## config.mk

```make
export PLATFORM = sky130hd
export DESIGN_NAME = dl_shift_pipe_flat
export DESIGN_NICKNAME = d
export VERILOG_FILES = /design/src/rtl/dl_shift_pipe_if.sv /design/src/rtl/dl_shift_pipe.sv /design/src/flat_wrapper.sv
export SDC_FILE = /design/constraint.sdc
export NUM_CORES = 1
export LEC_CHECK = 0
export CORE_UTILIZATION = 35
export CTS_CLUSTER_DIAMETER = 50
export DETAILED_ROUTE_END_ITERATION = 8
export PLACE_DENSITY = 0.59
export SETUP_SLACK_MARGIN = 0.2
export SLEW_MARGIN = 20
export SYNTH_ARGS = -nofsm -noshare
export SYNTH_HDL_FRONTEND = slang
export SYNTH_SLANG_ARGS = --single-unit
export TNS_END_PERCENT = 30
```

## constraint.sdc

```tcl
create_clock -name clk -period 2.27 [get_ports clk]
set_clock_uncertainty 0.2 [all_clocks]
set_input_delay 0.454 -clock clk [delete_from_list [all_inputs] [get_ports clk]]
set_output_delay 0.454 -clock clk [all_outputs]
set_load 0.05 [all_outputs]
```

## src/rtl/dl_shift_pipe_if.sv

```systemverilog
// Handshake/bus bundle for the dl_shift_pipe shift unit.
// slave: the shift unit's view. master: the issue/writeback side's view.
interface dl_shift_pipe_if #(
   parameter int NUM_BITS = 32,
   parameter int TAG_BITS = 5
);
   localparam int NUM_SHIFT_BITS = $clog2(NUM_BITS);

   logic                      in_valid;
   logic                      in_ready;
   logic [1:0]                in_op;
   logic [NUM_BITS-1:0]       in_data;
   logic [NUM_SHIFT_BITS-1:0] in_shamt;
   logic [TAG_BITS-1:0]       in_tag;
   logic                      out_valid;
   logic                      out_ready;
   logic [NUM_BITS-1:0]       out_data;
   logic [TAG_BITS-1:0]       out_tag;
   logic                      busy;

   modport slave (
      input  in_valid, in_op, in_data, in_shamt, in_tag, out_ready,
      output in_ready, out_valid, out_data, out_tag, busy
   );

   modport master (
      output in_valid, in_op, in_data, in_shamt, in_tag, out_ready,
      input  in_ready, out_valid, out_data, out_tag, busy
   );
endinterface

```

## src/rtl/dl_shift_pipe.sv

```systemverilog
// dl_shift_pipe: two-stage elastic shift unit (SLL/SRL/SRA/pass-through).
// S1 holds the accepted operation, the barrel shift is combinational on S1,
// S2 holds the result and drives the output port straight from flops.
// Optional macro DL_SHIFT_PIPE_SKID_EN adds a one-entry skid register in
// front of S1 so in_ready comes from a flop instead of from out_ready.
module dl_shift_pipe #(
   parameter int NUM_BITS = 32,
   parameter int TAG_BITS = 5
) (
   input  logic              clk,
   input  logic              rst_n,
   dl_shift_pipe_if.slave    bus
);
   localparam int NUM_SHIFT_BITS = $clog2(NUM_BITS);

   localparam logic [1:0] OP_SLL  = 2'b00;
   localparam logic [1:0] OP_SRL  = 2'b01;
   localparam logic [1:0] OP_PASS = 2'b10;
   localparam logic [1:0] OP_SRA  = 2'b11;

   logic                      s1_valid;
   logic [1:0]                s1_op;
   logic [NUM_BITS-1:0]       s1_data;
   logic [NUM_SHIFT_BITS-1:0] s1_shamt;
   logic [TAG_BITS-1:0]       s1_tag;

   logic                      s2_valid;
   logic [NUM_BITS-1:0]       s2_data;
   logic [TAG_BITS-1:0]       s2_tag;

   logic                      s2_adv;
   logic                      s1_adv;
   logic                      in_fire;
   logic                      skid_busy;

   // next entry offered to S1 (skid contents take priority over new input)
   logic                      src_valid;
   logic [1:0]                src_op;
   logic [NUM_BITS-1:0]       src_data;
   logic [NUM_SHIFT_BITS-1:0] src_shamt;
   logic [TAG_BITS-1:0]       src_tag;

   logic [NUM_BITS-1:0]        result;
   logic signed [NUM_BITS-1:0] s1_sdata;

   assign s2_adv = !s2_valid || bus.out_ready;
   assign s1_adv = !s1_valid || s2_adv;

`ifdef DL_SHIFT_PIPE_SKID_EN
   logic                      skid_valid;
   logic [1:0]                skid_op;
   logic [NUM_BITS-1:0]       skid_data;
   logic [NUM_SHIFT_BITS-1:0] skid_shamt;
   logic [TAG_BITS-1:0]       skid_tag;

   // Ready depends only on the skid flop, which breaks the out_ready -> in_ready path.
   assign bus.in_ready = !skid_valid;
   assign in_fire      = bus.in_valid && !skid_valid;
   assign skid_busy    = skid_valid;

   assign src_valid = skid_valid || in_fire;
   assign src_op    = skid_valid ? skid_op    : bus.in_op;
   assign src_data  = skid_valid ? skid_data  : bus.in_data;
   assign src_shamt = skid_valid ? skid_shamt : bus.in_shamt;
   assign src_tag   = skid_valid ? skid_tag   : bus.in_tag;

   // Skid captures an accepted op that S1 cannot take; it drains before new input is accepted.
   always_ff @(posedge clk or negedge rst_n) begin
      if (!rst_n) begin
         skid_valid <= 1'b0;
         skid_op    <= '0;
         skid_data  <= '0;
         skid_shamt <= '0;
         skid_tag   <= '0;
      end else if (skid_valid) begin
         if (s1_adv) begin
            skid_valid <= 1'b0;
         end
      end else if (in_fire && !s1_adv) begin
         skid_valid <= 1'b1;
         skid_op    <= bus.in_op;
         skid_data  <= bus.in_data;
         skid_shamt <= bus.in_shamt;
         skid_tag   <= bus.in_tag;
      end
   end
`else
   assign bus.in_ready = s1_adv;
   assign in_fire      = bus.in_valid && s1_adv;
   assign skid_busy    = 1'b0;

   assign src_valid = in_fire;
   assign src_op    = bus.in_op;
   assign src_data  = bus.in_data;
   assign src_shamt = bus.in_shamt;
   assign src_tag   = bus.in_tag;
`endif

   // S1: take the next operation whenever S1 is free or emptying into S2.
   always_ff @(posedge clk or negedge rst_n) begin
      if (!rst_n) begin
         s1_valid <= 1'b0;
         s1_op    <= '0;
         s1_data  <= '0;
         s1_shamt <= '0;
         s1_tag   <= '0;
      end else if (s1_adv) begin
         s1_valid <= src_valid;
         if (src_valid) begin
            s1_op    <= src_op;
            s1_data  <= src_data;
            s1_shamt <= src_shamt;
            s1_tag   <= src_tag;
         end
      end
   end

   assign s1_sdata = s1_data;

   // Barrel shift on S1 contents; shamt of 0 naturally yields the operand.
   always_comb begin
      result = s1_data;
      case (s1_op)
         OP_SLL:  result = s1_data << s1_shamt;
         OP_SRL:  result = s1_data >> s1_shamt;
         OP_SRA:  result = s1_sdata >>> s1_shamt;
         OP_PASS: result = s1_data;
         default: result = s1_data;
      endcase
   end

   // S2: result register; holds steady while the consumer stalls.
   always_ff @(posedge clk or negedge rst_n) begin
      if (!rst_n) begin
         s2_valid <= 1'b0;
         s2_data  <= '0;
         s2_tag   <= '0;
      end else if (s2_adv) begin
         s2_valid <= s1_valid;
         if (s1_valid) begin
            s2_data <= result;
            s2_tag  <= s1_tag;
         end
      end
   end

   assign bus.out_valid = s2_valid;
   assign bus.out_data  = s2_data;
   assign bus.out_tag   = s2_tag;
   assign bus.busy      = s1_valid || s2_valid || skid_busy;

endmodule

```

## src/flat_wrapper.sv

```systemverilog
// flat-port wrapper written by rule: the top's interface ports become plain ports
module dl_shift_pipe_flat 
#(
   parameter int NUM_BITS = 32,
   parameter int TAG_BITS = 5
)
  (clk, rst_n, bus_in_valid, bus_in_op, bus_in_data, bus_in_shamt, bus_in_tag, bus_out_ready, bus_in_ready, bus_out_valid, bus_out_data, bus_out_tag, bus_busy);
  dl_shift_pipe_if #(.NUM_BITS(NUM_BITS), .TAG_BITS(TAG_BITS)) bus_i ();
  input  logic clk;
  input  logic rst_n;
  input wire logic [$bits(bus_i.in_valid)-1:0] bus_in_valid;
  input wire logic [$bits(bus_i.in_op)-1:0] bus_in_op;
  input wire logic [$bits(bus_i.in_data)-1:0] bus_in_data;
  input wire logic [$bits(bus_i.in_shamt)-1:0] bus_in_shamt;
  input wire logic [$bits(bus_i.in_tag)-1:0] bus_in_tag;
  input wire logic [$bits(bus_i.out_ready)-1:0] bus_out_ready;
  output wire logic [$bits(bus_i.in_ready)-1:0] bus_in_ready;
  output wire logic [$bits(bus_i.out_valid)-1:0] bus_out_valid;
  output wire logic [$bits(bus_i.out_data)-1:0] bus_out_data;
  output wire logic [$bits(bus_i.out_tag)-1:0] bus_out_tag;
  output wire logic [$bits(bus_i.busy)-1:0] bus_busy;
  assign bus_i.in_valid = bus_in_valid;
  assign bus_i.in_op = bus_in_op;
  assign bus_i.in_data = bus_in_data;
  assign bus_i.in_shamt = bus_in_shamt;
  assign bus_i.in_tag = bus_in_tag;
  assign bus_i.out_ready = bus_out_ready;
  assign bus_in_ready = bus_i.in_ready;
  assign bus_out_valid = bus_i.out_valid;
  assign bus_out_data = bus_i.out_data;
  assign bus_out_tag = bus_i.out_tag;
  assign bus_busy = bus_i.busy;
  dl_shift_pipe #(.NUM_BITS(NUM_BITS), .TAG_BITS(TAG_BITS)) u_core (.clk(clk), .rst_n(rst_n), .bus(bus_i));
endmodule
```

==> reports/metrics.csv <==
stage,metric,value,unit
drt,wl_per_cell,28.5,µm
floorplanning,die-height,152,µm
drt,dr.pass1.iters,7,
synth,synthAdderAreaFrac,0,
worst_hold_path,min_path_type,in -> reg,
setup_path,cp.arrival,2550,ps
setup_path,cp-start-kind,register,
final_layout,layoutNonFillerInstCount,1389,
global_routing,grt_pass1_vias,8648,
run,maxCapViolCount,0,
final_layout,syn_to_final_growth,54.4,%
status,violations,"DRC, setup timing",
final_layout,antenna_cells,0,
setup_path,worstSetupStartpoint,u_core.s1_shamt[1],
status,outcome,"finished, violations left",
drt,drtIter0Drc,928,
floorplanning,initial_utilization,0.359,
global_routing,antenna_found_initial,0,
synth,syn-mean-instance-area,10.1,µm²
clock_tree,htree_levels,3,
drt,drc,14,
synth,synth_edf_count,0,
synth,yosysWarnings,0,
sta,rsz0062_at_grt,true,
pwr,powerDensity,912,nW/µm²
clock_tree,cts_buffers,9,
sta,tns,-4570,ps
synth,synth_ff_type,dfrtp_1,
floorplanning,num_io_pins,88,
clock_tree,cts_buffer_depth,2,
pwr,seq_power_share,0.203,
sta,fin_ws,-244,ps
place,dp_hpwl,30700,µm
sta,tightest_slew,568,ps
setup_path,reg2reg_from,u_core.s1_shamt[1],
setup_path,critPathKind,reg -> reg,
clock_tree,cts_tree,done,
sta,maxSlewViolCount,0,
floorplanning,die_w,152,µm
pwr,intPower,0.00613,W
drt,vias,8752,
drt,via_per_inst,6.30,
sta,min_period_over_period,1.11,
sta,hold_viol,0,
global_routing,grt_max_degree,45,
synth,synth_cells,783,
worst_hold_path,holdCritStartpoint,bus_out_ready,
global_routing,grt_first_pass_wirelength,58500,µm
synth,synth-xor-area-share,0,
synth,synth_top_family_by_area,multiplexers,
final_layout,drive_gt1_frac,0.520,
synth,yosys-mux-area-fraction,0.376,
pwr,p_sw_frac,0.448,
synth,yosysUniqueCellTypes,62,
pwr,power_switching,0.00497,W
synth,synth_compound_area_frac,0.162,
place,routabilityCongestion,1.02,
sta,clock.fmax,398,MHz
pwr,power.clock.fraction,0.157,
pwr,combPwrFrac,0.640,
sta,setup_viol,32,
synth,synth-seq-cells,83,
synth,synth-simple-area-share,0.133,
clock_tree,clk_latency,360,ps
pwr,p_leak,5.06,nW
synth,syn_nets,831,
place,io_buffers,87,
setup_path,cp.required,2310,ps
sta,relSlewSlack,0.619,
floorplanning,dieArea,23100,µm²
setup_path,endpoint_kind,register,
place,place_inst,1347,
synth,async_reset_ff_frac,1.00,
clock_tree,cts.sinks,83,
synth,synthesis.area,7880,µm²
drt,ant_nets,0,
drt,wl,39600,µm
global_routing,overflow,0,
global_routing,grtUsageTotal,0.344,
pwr,ir_drop,408,µV
clock_tree,clock-root-buffer,clkbuf_16,
setup_path,crit_fanout,6,
sta,fin_crit,2510,ps
floorplanning,num_rows,54,
clock_tree,clk_pin_slew,80,ps
synth,yosysSeqAreaShare,0.264,
floorplanning,core_area,22000,µm²
final_layout,nNetsFinal,1152,
==> synth_stat cells, types with 4 or more instances <==
| cell | number | area [µm²] |
|---|---|---|
| clkbuf_1 | 59 | 221 |
| buf_6 | 7 | 78.8 |
| buf_1 | 13 | 48.8 |
| a41oi_1 | 4 | 35.0 |
| mux2_2 | 58 | 653 |
| mux2i_1 | 43 | 430 |
| a221oi_1 | 10 | 87.6 |
| o21ai_0 | 31 | 155 |
| nand3_1 | 17 | 85.1 |
| o211ai_1 | 11 | 82.6 |
| mux4_2 | 81 | 1820 |
| o32ai_1 | 5 | 43.8 |
| a21oi_1 | 24 | 120 |
| a31oi_1 | 15 | 93.8 |
| nor2_1 | 79 | 297 |
| o32a_1 | 10 | 100 |
| o2111ai_1 | 6 | 52.6 |
| and2_1 | 8 | 50.1 |
| nand2_1 | 70 | 263 |
| a211oi_1 | 5 | 37.5 |
| a2111oi_0 | 6 | 52.6 |
| buf_2 | 13 | 65.1 |
| a22oi_1 | 5 | 37.5 |
| buf_4 | 7 | 52.6 |
| nand2b_1 | 9 | 56.3 |
| dfrtp_1 | 83 | 2080 |
| o22ai_1 | 12 | 75.1 |
| o22a_1 | 4 | 35.0 |
| nor3_1 | 18 | 90.1 |
| nor2b_1 | 7 | 43.8 |
| or2_2 | 6 | 37.5 |
==> kinds of logic after synthesis <==
family                 count (synthesis)
flip-flops                            83
multiplexers                         184
AND/OR/NAND/NOR                      232
AO/OA/AOI/OAI                        178
buffers and inverters                106
==> timing repair <==
| action | in CTS | in global routing |
|---|---|---|
| hold buffers | 1 | 0 |
| setup buffers | 14 | 9 |
| hold endpoints to repair | 32 | 0 |
| pin swaps | 15 | 23 |
| cloned | 1 | 1 |
| setup endpoints to repair | 54 | 33 |
| resized for setup | 107 | 56 |
==> critical path: stages (launching register included) <==
cell,delay [ps]
dfrtp_4,500
buf_6,120
mux4_2,470
mux2i_1,190
buf_4,180
buf_6,110
o32a_1,170
nand3_2,100
o32a_1,360
==> layer usage <==
layer,part of all wire,vias to the layer above,GRT usage
li1,-,3690,-
met1,0.41,4323,0.476
met2,0.45,619,0.535
met3,0.097,120,0.0565
met4,0.048,0,0.148
met5,0,-,0
==> flip-flops by register name (all words and copies together) (netlist names) <==
signal,cells
u_core.bus.out_valid,1
u_core.bus.out_data,32
u_core.s1_tag,5
u_core.s1_shamt,5
u_core.bus.out_tag,5
u_core.s1_valid,1
u_core.s1_op,2
u_core.s1_data,32
==> final timing paths <==
check / end / slack (ps) / cells after the start
min in group asynchronous: u_core.bus.out_data[9] / 430 / 2
hold / removal: u_core.bus.out_valid / 260 / 3
setup / recovery: u_core.bus.out_data[7] / -240 / 8
setup reg to reg: u_core.bus.out_data[7] / -240 / 8
hold reg to reg: u_core.bus.out_tag[1] / 260 / 2
max in group asynchronous: u_core.bus.out_data[7] / 780 / 3
==> through the flow <==
step | hold slack, ps | total power (W) | instance area (µm²) | setup WS (ps) | util
2_1_floorplan | -41.6 | 0.00555 | 7950 | 38.6 | -
3_3_place_gp | 239 | 0.00867 | 11000 | -492 | 0.503
3_5_place_dp | 250 | 0.00864 | 11000 | -444 | 0.503
4_1_cts | 265 | 0.0107 | 11800 | -222 | 0.538
5_1_grt | 298 | 0.0115 | 12200 | -297 | 0.554
6_report | 256 | 0.0111 | 12200 | -244 | 0.554
==> cells in the final DEF, fill, tap and decap left out, drive strengths merged, types with 6 or more instances in the layout <==
cell | Yosys | routed
buf | 42 | 341
mux4 | 83 | 83
dfrtp | 83 | 83
nor2 | 79 | 79
nand2 | 70 | 70
mux2 | 58 | 58
clkdlybuf4s50 | 0 | 45
mux2i | 43 | 43
o21ai | 32 | 32
a21oi | 24 | 24
dlygate4sd2 | 0 | 22
nor3 | 18 | 18
nand3 | 17 | 17
a31oi | 15 | 15
o22ai | 12 | 12
o211ai | 11 | 11
o32a | 10 | 10
clkbuf | 59 | 10
a221oi | 10 | 10
nand2b | 9 | 9
and2 | 8 | 8
inv | 4 | 8
nor2b | 7 | 7
a2111oi | 7 | 7
or2 | 6 | 6
o2111ai | 6 | 6
==> final cells by class <==
cell class	count	area [µm²]
Timing Repair Buffer	411	3650
Tap cell	280	350
Clock buffer	9	225
Inverter	5	18.8
Sequential cell	83	2090
Fill cell	1967	9790
Clock inverter	7	104
Multi-Input combinational cell	594	5720
==> power by group through the flow <==
stage	clock network (W)	logic, W	registers, W
CTS	0.00177	0.00668	0.00223
global route	0.00182	0.00734	0.00229
detailed placement	0	0.00636	0.00229
global placement	0	0.00639	0.00228
floorplan	0	0.00280	0.00275
finish	0.00174	0.00711	0.00225
(Power assumes the default switching activity.)
